[config.mk]
export PLATFORM = sky130hd
export DESIGN_NAME = register_file_2r1w
export DESIGN_NICKNAME = d
export VERILOG_FILES = /design/src/rtl/register_file_2r1w_pkg.sv /design/src/rtl/register_file_2r1w_register32.sv /design/src/rtl/register_file_2r1w.sv
export SDC_FILE = /design/constraint.sdc
export NUM_CORES = 2
export LEC_CHECK = 0
export ABC_AREA = 1
export CORE_MARGIN = 2
export CORE_UTILIZATION = 60
export CTS_CLUSTER_SIZE = 40
export DETAILED_ROUTE_END_ITERATION = 7
export PLACE_DENSITY = 0.79
export SLEW_MARGIN = 25
export SYNTH_ARGS = -nofsm -noshare
export SYNTH_HDL_FRONTEND = slang
export SYNTH_HIERARCHICAL = 1
export SYNTH_SLANG_ARGS = --single-unit
export TNS_END_PERCENT = 30
[constraint.sdc]
create_clock -name Clk -period 2 [get_ports Clk]
set_input_delay 0.3 -clock Clk [delete_from_list [all_inputs] [get_ports Clk]]
set_output_delay 0.3 -clock Clk [all_outputs]
set_load 0.1 [all_outputs]
[src/rtl/register_file_2r1w_pkg.sv]
// Shared sizing constants for the 2-read / 1-write register file.
// Latency: n/a (constants only).
// Backpressure: n/a.
package register_file_2r1w_pkg;

    localparam int          DATA_W   = 32;
    localparam int          ADDR_W   = 5;
    localparam int          NUM_REGS = 32;
    localparam logic [4:0]  ZERO_REG = 5'd0;

endpackage

[src/rtl/register_file_2r1w_register32.sv]
// One storage word of the register file: enabled flop with synchronous clear.
// Latency: d appears on q one Clk edge after wrenable is sampled high.
// Backpressure: none; Reset overrides wrenable on the same edge.
module register32
    import register_file_2r1w_pkg::*;
#(
    parameter int W = DATA_W
) (
    input  logic         Clk,
    input  logic         Reset,
    input  logic         wrenable,
    input  logic [W-1:0] d,
    output logic [W-1:0] q
);

    // Clear has priority so a write coinciding with reset is dropped.
    always_ff @(posedge Clk) begin
        if (Reset) begin
            q <= '0;
        end else if (wrenable) begin
            q <= d;
        end
    end

endmodule

[src/rtl/register_file_2r1w.sv]
// 32 x 32-bit register file, two combinational read ports, one write port, r0 hardwired to zero.
// Latency: reads 0 cycles; writes visible right after the committing Clk edge (no bypass).
// Backpressure: none; every write is accepted, writes to r0 are silently discarded.
module register_file_2r1w
    import register_file_2r1w_pkg::*;
#(
    parameter int DATA_W = register_file_2r1w_pkg::DATA_W,
    parameter int ADDR_W = register_file_2r1w_pkg::ADDR_W
) (
    input  logic              Clk,
    input  logic              Reset,
    input  logic [ADDR_W-1:0] ReadRegister1,
    input  logic [ADDR_W-1:0] ReadRegister2,
    output logic [DATA_W-1:0] ReadData1,
    output logic [DATA_W-1:0] ReadData2,
    input  logic [ADDR_W-1:0] WriteRegister,
    input  logic [DATA_W-1:0] WriteData,
    input  logic              RegWrite
);

    localparam int NREGS = 1 << ADDR_W;

    // Register contents as seen by the read muxes; entry 0 is a constant.
    logic [DATA_W-1:0] regs [NREGS];

    // One-hot write enables; r0 has no storage so it gets no enable.
    logic [NREGS-1:1]  wr_en;

    assign regs[ZERO_REG] = '0;

    // Decoder and storage: one enable per real register, gated by RegWrite.
    for (genvar i = 1; i < NREGS; i++) begin : g_reg
        assign wr_en[i] = RegWrite && (WriteRegister == ADDR_W'(i));

        register32 #(
            .W (DATA_W)
        ) u_reg (
            .Clk      (Clk),
            .Reset    (Reset),
            .wrenable (wr_en[i]),
            .d        (WriteData),
            .q        (regs[i])
        );
    end

    // Independent 32:1 read muxes; state is read directly, so a write in
    // flight is not forwarded until its edge has committed.
    assign ReadData1 = regs[ReadRegister1];
    assign ReadData2 = regs[ReadRegister2];

endmodule

After elaboration in Yosys (flattened, before gate mapping)
Index checks and enable logic that the tools add are counted.
{"block": "classes", "n_lt_le_gt_ge": 2, "n_eq_ne": 31, "muxes": 6, "n_bitwise": 2, "n_reduce_logical": 31}
{"op": "$bmux 32 s5", "count": 2}
{"op": "$mux 32", "count": 4}
{"op": "$eq 5x5->1 const B", "count": 16}
{"op": "$eq 5x4->1 const B", "count": 8}
{"op": "$logic_and 1x1->1", "count": 31}
{"op": "$eq 5x3->1 const B", "count": 4}
{"op": "$ge 6x6->1 const B", "count": 2}
{"op": "$not 5->6", "count": 2}
{"op": "$eq 5x2->1 const B", "count": 2}
{"op": "$eq 5x1->1 const B", "count": 1}
{"block": "totals", "reg_bits": 992, "in_bits": 50, "output_inout_bits": 64, "word_cells": 103}

Logic depth before layout (Yosys ltp)
{"block": "logic_depth", "depth_word": 4, "depth_mapped": 12, "ltp_nobuf": 8}

Hierarchy
The synthesis kept the hierarchy.
{"module": "register32", "n_inst": 31, "cells_per_inst": 203, "area_per_inst_um2": 1338.8, "seq_area_each_um2": 640.6}
{"module": "register_file_2r1w", "n_inst": 1, "cells_per_inst": 5026, "area_per_inst_um2": 21529.4, "seq_area_each_um2": 0.0}

Worst setup path before layout
Ideal clock, no wire load.
{"block": "synth_timing", "path_type": "input port to output port", "from": "input port ReadRegister2[0]", "to": "output port ReadData2[16]", "arrival_ps": 1917, "required_time_ps": 1700, "path_slack_ps": -217, "stages": 11, "n_path_buf": 4, "path_cell_list": "buf_4 inv_4 buf_6 buf_4 buf_2 nand2_1 nand3_1 nand3_1 nand3_1 nand3_1 nand2_1"}
{"block": "synth_via", "elab_chain_len": 4}
{"item": "from (decl)", "line": "register_file_2r1w.sv:13", "source": "input logic [ADDR_W-1:0] ReadRegister2,"}
{"item": "$not 5->6 (not written as such)", "line": "register_file_2r1w.sv:49", "source": "assign ReadData2 = regs[ReadRegister2];"}
{"item": "$bmux 32 s5", "line": "register_file_2r1w.sv:49"}
{"item": "$mux 32 (not written as such) (2 in a row)", "line": "register_file_2r1w.sv:49"}
{"item": "to (decl)", "line": "register_file_2r1w.sv:15", "source": "output logic [DATA_W-1:0] ReadData2,"}
Every way passes these cells. The select of a mux whose other input is x is not followed.

Worst setup path after layout
{"block": "layout_timing", "from": "register g_reg[13].u_reg.q[7]", "to": "output port ReadData1[7]"}
{"block": "layout_via", "elab_chain_len": 3}
{"item": "from (decl)", "line": "register_file_2r1w_register32.sv:13", "source": "output logic [W-1:0] q"}
{"item": "from (signal assigned)", "line": "register_file_2r1w_register32.sv:19", "source": "q <= '0;"}
{"item": "from (signal assigned)", "line": "register_file_2r1w_register32.sv:21", "source": "q <= d;"}
{"item": "$bmux 32 s5", "line": "register_file_2r1w.sv:48", "source": "assign ReadData1 = regs[ReadRegister1];"}
{"item": "$mux 32 (not written as such) (2 in a row)", "line": "register_file_2r1w.sv:48"}
{"item": "to (decl)", "line": "register_file_2r1w.sv:14", "source": "output logic [DATA_W-1:0] ReadData1,"}
Every way passes these cells. The select of a mux whose other input is x is not followed.

==> flow_metrics.tcl <==
set metrics [dict create \
    maxSlewViolCount 0 \
    timing.final.crit_share 1.18 \
    routedWlPerCell_um 19.0 \
    end_kind "output pin" \
    boundaryPins 114 \
    fp.dieH_um 328 \
    slowest_stage "dfxtp_1" \
    arrival_ps 2070 \
    crit_required_ps 1700 \
    tns_ps -17930 \
    tightest_slew_ps 562 \
    status "finished with violations" \
    maxSlewHeadroom 0.625 \
    final_util 0.717 \
    cts_buffers 109 \
    rsz0062_at_grt "yes" \
    ir_drop_mv 0.879 \
    dpl-instance-area_sq_um 69000 \
    hp-class "in2reg" \
    power_leakage_nw 35.9 \
    yosysWarnings 6 \
    pre_cts_ws_ps -280 \
    fin_nets 11401 \
    hold_depth 6 \
    numPortBuffers 113 \
    ctsHtreeMaxLevel 3 \
    core-area_sq_um 104000 \
    syn_area_sq_um 63000 \
    cp_cell_sequence "inv_1 -> nand2_1 -> nand3_1 -> nand3_1 -> nand3_1 -> nand2_1 -> nand2_1 -> nand2_2 -> buf_12" \
    syn_to_final_growth_pct 18.1 \
    synth.net_count 11369 \
    crit_type "reg2out" \
    routed_wl_mm 243 \
    hold_end "g_reg[22].u_reg/q[11]$_SDFFE_PP0P_" \
    r2r_slack_ps 1290 \
    whs_ps 440 \
    r2r_end "g_reg[13].u_reg/q[15]$_SDFFE_PP0P_" \
    final.min_clock_period_ps 2370 \
    path_buf_inv 2 \
    violations "DRC, setup timing" \
    ys_seq_elements 992 \
    fmax_mhz 422 \
    largest-register "g.u_reg/q" \
    setup_slack_ps -368 \
    avgSynthCellArea_sq_um 5.57 \
    register_area_sq_um 20100 \
    holdCritStartpoint "WriteData[11]" \
    multi_input_area_sq_um 33600 \
    clock_latency_ps 700 \
    grt_max_degree 51 \
    largest_reg_flops 992 \
    fillCellCount 8889 \
    grt_pass1_wl_mm 371 \
    stdcell_area_sq_um 74400 \
    critPathTopFamily "simple AND/OR/NAND/NOR gates" \
    drive_gt1_frac 0.116 \
    p_per_area_nw_per_um2 697 \
    cts_tree "built" \
    num_vias 72038 \
    track_usage 0.437 \
    postCtsHoldBufs 0 \
    critPathMaxFanout 2 \
    hold_viol_final 0 \
    die_area_sq_um 108000 \
    drt_pass1_iterations 8 \
    synth_cell_types 15 \
    cap_violations 0 \
    start_kind "register" \
    clk_pin_slew_worst_paths_ps 60 \
    ant_nets 0 \
    start_util 0.607 \
    clockRootBuffer "clkbuf_16" \
    slowest_delay_ps 340 \
    fin_worst_skew_ps 0 \
    core.rowCount 118 \
    drc 2 \
    grt_pass1_vias 67283 \
    r2r_cells 3 \
    drt_iter0_drc 9974 \
    numClockSinks 992 \
    antenna_found_initial 3 \
    gp_congestion 0.996 \
    worstReg2RegStart "g_reg[13].u_reg/q[15]$_SDFFE_PP0P_" \
    overflow 0 \
    seq_area_frac_synth 0.315 \
    setup_viol 64 \
    dp_hpwl_mm 156 \
    clk_path_buf_depth 3 \
    top_regs "g.u_reg/q: 992 flops" \
    syn_inst 11319 \
    die_w_um 328 \
    viasPerCell 5.62 \
]
==> placed cells by master, fill, tap and decap left out, drive strengths merged <==
cell              n
clkinvlp          3
buf             600
bufinv            8
clkbuf          166
inv            1741
nor2           2149
clkinv           25
clkdlybuf4s50    39
dfxtp           992
nand3          1536
nand2          3924
diode             1
a21oi           256
==> through the flow <==
step	cells	total power, mW
6_report	12820	51.9
5_1_grt	12819	53.2
4_1_cts	12817	51.3
3_5_place_dp	12616	30.3
3_3_place_gp	12616	30.1
2_1_floorplan	11319	26.2
==> cells by family (layout without fill, tap and decap cells) <==
| logic type | count (synthesis) | in the layout | synth area share |
|---|---|---|---|
| AND/OR/NAND/NOR | 7609 | 7609 | 0.484 |
| other | 0 | 1 | 0 |
| AO/OA/AOI/OAI | 256 | 256 | 0.0203 |
| flip-flops | 992 | 992 | 0.315 |
| buffers and inverters | 2462 | 2582 | 0.181 |
==> worst reg2reg max path: stages (launching register included) <==
cell	delay [ps]
dfxtp_2	320
buf_4	120
nor2_1	100
nor2_1	60
==> worst max-delay path by stage <==
stage,start,endpoint,slack [ps],cells after the start
after global routing,g_reg[10].u_reg/q[18]$_SDFFE_PP0P_,ReadData1[18],-380,10
after detailed placement,ReadRegister1[0],ReadData1[20],-280,11
after CTS,g_reg[8].u_reg/q[18]$_SDFFE_PP0P_,ReadData1[18],-340,10
after floorplan,ReadRegister2[0],ReadData2[6],-220,11
after global placement,ReadRegister1[0],ReadData1[12],-280,11
final,g_reg[13].u_reg/q[7]$_SDFFE_PP0P_,ReadData1[7],-370,9
==> cell type report <==
| class | instances | share of cell area |
|---|---|---|
| clock inverters | 33 | 0.00501 |
| repair buffers | 639 | 0.118 |
| multi-input cells | 7865 | 0.452 |
| inverters | 1744 | 0.0885 |
| diodes | 1 | 0.0000336 |
| clock buffers | 166 | 0.0446 |
| well taps | 1380 | 0.0232 |
| flip-flops and latches | 992 | 0.269 |
==> cells in the mapped netlist (all sizes together) <==
| library cell | n | area share |
|---|---|---|
| nor2 | 2149 | 0.13 |
| clkbuf | 119 | 0.0071 |
| nand2 | 3924 | 0.23 |
| dfxtp | 992 | 0.32 |
| inv | 1743 | 0.10 |
| nand3 | 1536 | 0.12 |
| clkinv | 1 | 0.000059 |
| a21oi | 256 | 0.020 |
| buf | 599 | 0.070 |
==> what timing repair did <==
action / 4_1_cts / 5_1_grt
gates cloned: 0 / 0
pin swaps: 92 / 96
setup endpoints to repair: 64 / 64
resized for setup: 320 / 241
buffers inserted: 2 / 2
==> where the power goes <==
group          internal [mW]  leakage, nW  switching [mW]
clock                   12.4         1.83            8.83
combinational           3.46         26.0            7.02
sequential              20.0         8.09           0.170
==> metal layers <==
metal / vias up / part of all wire / global-route usage
li1: 33630 / - / -
met2: 4971 / 0.42 / 0.670
met5: - / 0.00015 / 0.00133
met1: 32167 / 0.37 / 0.541
met3: 1266 / 0.13 / 0.0936
met4: 4 / 0.084 / 0.322
No activity file was read; power rests on OpenSTA's default activity.
